## src/rtl/rename_map_pkg.sv

```systemverilog
// Shared widths and types for the rename stage: architectural/physical
// register tags and the whole-map type.
package rename_map_pkg;

  localparam int PREG_W    = 7;
  localparam int AREG_W    = 5;
  localparam int NUM_AREGS = 32;

  typedef logic [PREG_W-1:0] preg_t;
  typedef logic [AREG_W-1:0] areg_t;
  typedef preg_t [NUM_AREGS-1:0] map_t;

endpackage

```

## src/rtl/rename_map_table.sv

```systemverilog
// 32-entry architectural-to-physical map with three combinational read
// ports, one write port and a single snapshot/restore checkpoint.
module map_table
  import rename_map_pkg::*;
(
  input  logic  clk,
  input  logic  reset,
  input  areg_t rd_addr1,
  input  areg_t rd_addr2,
  input  areg_t rd_addr3,
  output preg_t rd_data1,
  output preg_t rd_data2,
  output preg_t rd_data3,
  input  logic  wr_en,
  input  areg_t wr_addr,
  input  preg_t wr_data,
  input  logic  snap_en,
  input  logic  restore_en
);

  preg_t map_reg  [NUM_AREGS];
  preg_t ckpt_reg [NUM_AREGS];

  // Reads see the map before this cycle's write, so rs==rd gets the old tag.
  assign rd_data1 = map_reg[rd_addr1];
  assign rd_data2 = map_reg[rd_addr2];
  assign rd_data3 = map_reg[rd_addr3];

  genvar gi;
  generate
    for (gi = 0; gi < NUM_AREGS; gi++) begin : g_entry
      if (gi == 0) begin : g_zero
        always_ff @(posedge clk) begin
          map_reg[gi]  <= '0;
          ckpt_reg[gi] <= '0;
        end
      end else begin : g_live
        logic wr_hit;
        assign wr_hit = wr_en && (wr_addr == areg_t'(gi));

        always_ff @(posedge clk) begin
          if (!reset) begin
            map_reg[gi] <= preg_t'(gi);
          end else if (restore_en) begin
            map_reg[gi] <= ckpt_reg[gi];
          end else if (wr_hit) begin
            map_reg[gi] <= wr_data;
          end
        end

        // The snapshot already contains the branch's own destination update.
        always_ff @(posedge clk) begin
          if (!reset) begin
            ckpt_reg[gi] <= preg_t'(gi);
          end else if (snap_en) begin
            ckpt_reg[gi] <= wr_hit ? wr_data : map_reg[gi];
          end
        end
      end
    end
  endgenerate

endmodule

```

## src/rtl/rename_map.sv

```systemverilog
// Rename stage: map lookup, free-list pop, one branch checkpoint and a
// single-entry output register with valid/ready handshake.
module rename_map
  import rename_map_pkg::*;
#(
  parameter int PAYLOAD_W = 32
) (
  input  logic                 clk,
  input  logic                 reset,
  input  logic                 in_valid,
  output logic                 in_ready,
  input  logic [AREG_W-1:0]    in_rs1,
  input  logic [AREG_W-1:0]    in_rs2,
  input  logic [AREG_W-1:0]    in_rd,
  input  logic                 in_rd_wr,
  input  logic                 in_is_branch,
  input  logic [PAYLOAD_W-1:0] in_payload,
  output logic                 fl_read_en,
  input  logic [PREG_W-1:0]    fl_pd_new,
  input  logic                 fl_empty,
  output logic                 out_valid,
  input  logic                 out_ready,
  output logic [PREG_W-1:0]    out_ps1,
  output logic [PREG_W-1:0]    out_ps2,
  output logic [PREG_W-1:0]    out_pd,
  output logic [PREG_W-1:0]    out_pd_old,
  output logic                 out_has_pd,
  output logic [PAYLOAD_W-1:0] out_payload,
  output logic                 ckpt_busy,
  input  logic                 branch_resolved,
  input  logic                 mispredict
);

  logic needs_pd;
  logic fire;
  preg_t ps1_rd, ps2_rd, pd_old_rd;

  logic                 out_valid_reg;
  preg_t                out_ps1_reg, out_ps2_reg, out_pd_reg, out_pd_old_reg;
  logic                 out_has_pd_reg;
  logic [PAYLOAD_W-1:0] out_payload_reg;
  logic                 ckpt_busy_reg;

  assign needs_pd = in_rd_wr && (in_rd != '0);

  // in_valid deliberately absent so in_ready never depends on it.
  assign in_ready = reset && !mispredict
                 && (!out_valid_reg || out_ready)
                 && !(needs_pd && fl_empty)
                 && !(in_is_branch && ckpt_busy_reg);

  assign fire       = in_valid && in_ready;
  assign fl_read_en = fire && needs_pd;

  map_table u_map_table (
    .clk        (clk),
    .reset      (reset),
    .rd_addr1   (in_rs1),
    .rd_addr2   (in_rs2),
    .rd_addr3   (in_rd),
    .rd_data1   (ps1_rd),
    .rd_data2   (ps2_rd),
    .rd_data3   (pd_old_rd),
    .wr_en      (fire && needs_pd),
    .wr_addr    (in_rd),
    .wr_data    (fl_pd_new),
    .snap_en    (fire && in_is_branch),
    .restore_en (mispredict)
  );

  always_ff @(posedge clk) begin
    if (!reset) begin
      ckpt_busy_reg <= 1'b0;
    end else if (mispredict) begin
      ckpt_busy_reg <= 1'b0;
    end else if (fire && in_is_branch) begin
      ckpt_busy_reg <= 1'b1;
    end else if (branch_resolved) begin
      ckpt_busy_reg <= 1'b0;
    end
  end

  always_ff @(posedge clk) begin
    if (!reset) begin
      out_valid_reg   <= 1'b0;
      out_ps1_reg     <= '0;
      out_ps2_reg     <= '0;
      out_pd_reg      <= '0;
      out_pd_old_reg  <= '0;
      out_has_pd_reg  <= 1'b0;
      out_payload_reg <= '0;
    end else if (mispredict) begin
      out_valid_reg <= 1'b0;
    end else if (fire) begin
      out_valid_reg   <= 1'b1;
      out_ps1_reg     <= ps1_rd;
      out_ps2_reg     <= ps2_rd;
      out_pd_reg      <= needs_pd ? fl_pd_new : '0;
      out_pd_old_reg  <= pd_old_rd;
      out_has_pd_reg  <= needs_pd;
      out_payload_reg <= in_payload;
    end else if (out_ready) begin
      out_valid_reg <= 1'b0;
    end
  end

  assign out_valid   = out_valid_reg;
  assign out_ps1     = out_ps1_reg;
  assign out_ps2     = out_ps2_reg;
  assign out_pd      = out_pd_reg;
  assign out_pd_old  = out_pd_old_reg;
  assign out_has_pd  = out_has_pd_reg;
  assign out_payload = out_payload_reg;
  assign ckpt_busy   = ckpt_busy_reg;

endmodule

```

## config.mk

```make
export PLATFORM = sky130hd
export DESIGN_NAME = rename_map
export DESIGN_NICKNAME = d
export VERILOG_FILES = /design/src/rtl/rename_map_pkg.sv /design/src/rtl/rename_map_table.sv /design/src/rtl/rename_map.sv
export SDC_FILE = /design/constraint.sdc
export NUM_CORES = 1
export LEC_CHECK = 0
export BUFFER_PORTS_ARGS = -buffer_cell sky130_fd_sc_hd__clkbuf_2
export CAP_MARGIN = 20
export CELL_PAD_IN_SITES_DETAIL_PLACEMENT = 1
export CELL_PAD_IN_SITES_GLOBAL_PLACEMENT = 2
export CORE_MARGIN = 10
export CORE_UTILIZATION = 42
export CTS_CLUSTER_SIZE = 30
export DETAILED_ROUTE_END_ITERATION = 12
export PLACE_DENSITY = 0.89
export SYNTH_ARGS = -nofsm -noshare
export SYNTH_HDL_FRONTEND = slang
export SYNTH_HIERARCHICAL = 1
export SYNTH_SLANG_ARGS = --single-unit
```

## constraint.sdc

```tcl
create_clock -name clk -period 7.6 [get_ports clk]
set_clock_uncertainty 0.05 [all_clocks]
set_input_delay 0.38 -clock clk [delete_from_list [all_inputs] [get_ports clk]]
set_output_delay 0.38 -clock clk [all_outputs]
set_load 0.01 [all_outputs]
```

==> metrics <==
Sw Pwr 0.001619 W; CTS buffer count 53; Comb pwr share 10.3%; area share of the leading cell type in the synthesized netlist 48.40%; CP required 8.02 ns; Synth area leader edfxtp_1; unrepaired setup endpoints after global routing false; # IOs 128; CP arrival 4.75 ns; port buffer count 127; critical path launch point type primary input; Worst Path Max Fanout 61; Row Count 92; top cells by area, synth edfxtp_1 48%, mux4_2 11%, nand2_1 7.5%; worst slack, placed 2.885 ns; Post-DP HPWL 60,870 um; Post-synth ARST share 0%; Total GRT Usage 24.92%; CP Capture Type register; setup bufs post-CTS 0; Root Buffer Master clkbuf_16; initial antenna violation count 2; GP Congestion 0.9344; final worst slack 3.277 ns; Final setup violation count 0; clock sink count 497; sequential share of power 49.4%; P_int 0.004758 W; fraction of power spent switching nets 25.39%; core area 63,310 sq um; CP Class in -> reg; DR iter-0 viols 2,570; Clock transition at path regs 0.06 ns; Die Y 273.2 um; largest net degree at the start of global routing 106; synthesized area 26,930 sq um; sequential share of the synthesized area 53.08%; Max Cap Violations 0; Yosys reg bits 497; via count of the first global-routing pass 22.01k; f_max 231.3 MHz; # diodes 0; grt ovf 0; routed length per instance 29.20 um; H-tree depth 2; synthesis-to-finish area growth 11.24%; Post-Synthesis Net Count 2,430; CP bufs+invs 2; Slowest-stage cell, CP nor4b_4; CP max stage delay 0.96 ns; Setup TNS 0 ns; final antenna-violating net count 0; CP top delay family simple AND/OR/NAND/NOR gates; Peak supply drop 0.1378 mV; Slew HR 28.04%; Worst Hold Path Cells 4; fin nets 2,451; clock share of power 40.3%; dominant synthesized flop cell edfxtp_1; Yosys cell types 50; router iterations before antenna repair 5; Final Cycle Share 56.88%; final hold viol count 0; first-pass GRT wire length 142,300 um; Mapped Avg Cell Area 11.38 sq um; PD cells 212.9 nW/um^2; most frequent cell after synthesis nand2_1; Post-synth EDFFs 434; DR DRC count 0; WP depth 9; Max Slew Vio Count 0; Syn Inst Count 2,367; Least-Margin Pin Slew 1.079 ns; Initial Utilization 42.53%; Yosys warnings 6; Die Width 273.2 um; vias after detailed routing 21.65k; routed wire length 95,710 um; CTS tree yes; cell chain of the critical path clkbuf_2, buf_4, nor4_4, a211oi_2, and2_1, nor4b_4, nand2_1, nor2_1, a22o_1; worst skew pair latency 0.61 ns; share of post-route cells with drive strength above 1 16.94%; FF-to-FF path depth 7; Min-Delay Path Class in -> reg; Leak 10.04 nW; vias per cell 6.604; Die ar. 74,640 sq um; Final Critical Period 4.323 ns; outcome completed; Post-synth top cells 541 x nand2_1, 434 x edfxtp_1, 190 x a22o_1; Max clock buf depth 3
[worst register-to-register path: stages (launching register included)]
cell and delay [ns]:
dfxtp_1 0.31, nand2b_1 0.15, and4_2 0.26, and2_1 0.75, nor4b_4 0.97, nand2_1 0.45, nor2_1 0.46, a22o_1 0.22
[power by group through the flow]
stage	Clock, W	Combinational, W	Sequential, W
after detailed placement	0	0.000627	0.00320
after global placement	0	0.000615	0.00319
final	0.00257	0.000659	0.00315
after floorplan	0	0.000404	0.00318
after global routing	0.00272	0.000689	0.00315
after CTS	0.00262	0.000643	0.00314
[what timing repair did]
item / CTS / global route
hold endpoints to repair: 33 / 0
hold buffers: 33 / 0
gates resized for setup: 0 / 0
[cell usage in the layout, fill, tap and decap left out, drive strengths merged, types with 33 or more instances in the layout]
| cell | n |
|---|---|
| dfxtp | 63 |
| o21ai | 81 |
| a21oi | 138 |
| buf | 37 |
| o22a | 55 |
| nand3 | 176 |
| edfxtp | 434 |
| clkbuf | 192 |
| mux4 | 126 |
| a22o | 190 |
| dlygate4sd3 | 33 |
| mux2i | 65 |
| nor2 | 56 |
| nand2 | 545 |
[path summary, 6_finish.rpt]
check | start | endpoint | slack [ns]
setup / recovery | in_rd[2] | u_map_table/map_reg[1][6] | 3.28
hold / removal | fl_empty | out_pd[0] | 0.11
setup reg to reg | out_valid | u_map_table/map_reg[1][6] | 3.85
hold reg to reg | out_pd_old[4] | out_pd_old[4] | 0.41
[cell families after synthesis]
group | after synthesis | synth area share [%]
muxes | 211 | 13.79
and+or+nand+nor | 855 | 14.00
AOI/OAI and AO/OA | 573 | 15.29
buffers and inverters | 231 | 3.829
DFF | 497 | 53.08
[layer usage]
layer / routed length [um] / vias up / GRT usage [%]
li1: - / 9076 / -
met1: 38290 / 11200 / 32.56
met2: 45040 / 1150 / 40.43
met3: 8422 / 221 / 4.585
met4: 3939 / 4 / 10.12
met5: 19 / - / 0
[stage by stage]
stage	hold slack, ns	instance area [sq um]	utilization [%]	power [W]	cells
detailed placement	0.3971	27890	44.06	0.003828	3144
global route	0.1111	29960	47.31	0.006568	3278
global placement	0.3883	27890	44.06	0.003808	3144
floorplan	0.4226	26930	-	0.003586	2367
CTS	0.09264	29900	47.23	0.006405	3276
finish	0.1146	29960	47.31	0.006377	3278
[final cells by class]
cell class | instances | area [sq um]
Multi-Input combinational cell | 1639 | 11650
Inverter | 6 | 22.52
Tap cell | 846 | 1059
Fill cell | 6647 | 33360
Timing Repair Buffer | 191 | 1259
Sequential cell | 497 | 14290
Clock buffer | 71 | 1404
Clock inverter | 28 | 271.5
Power figures use the tool's default switching activity.
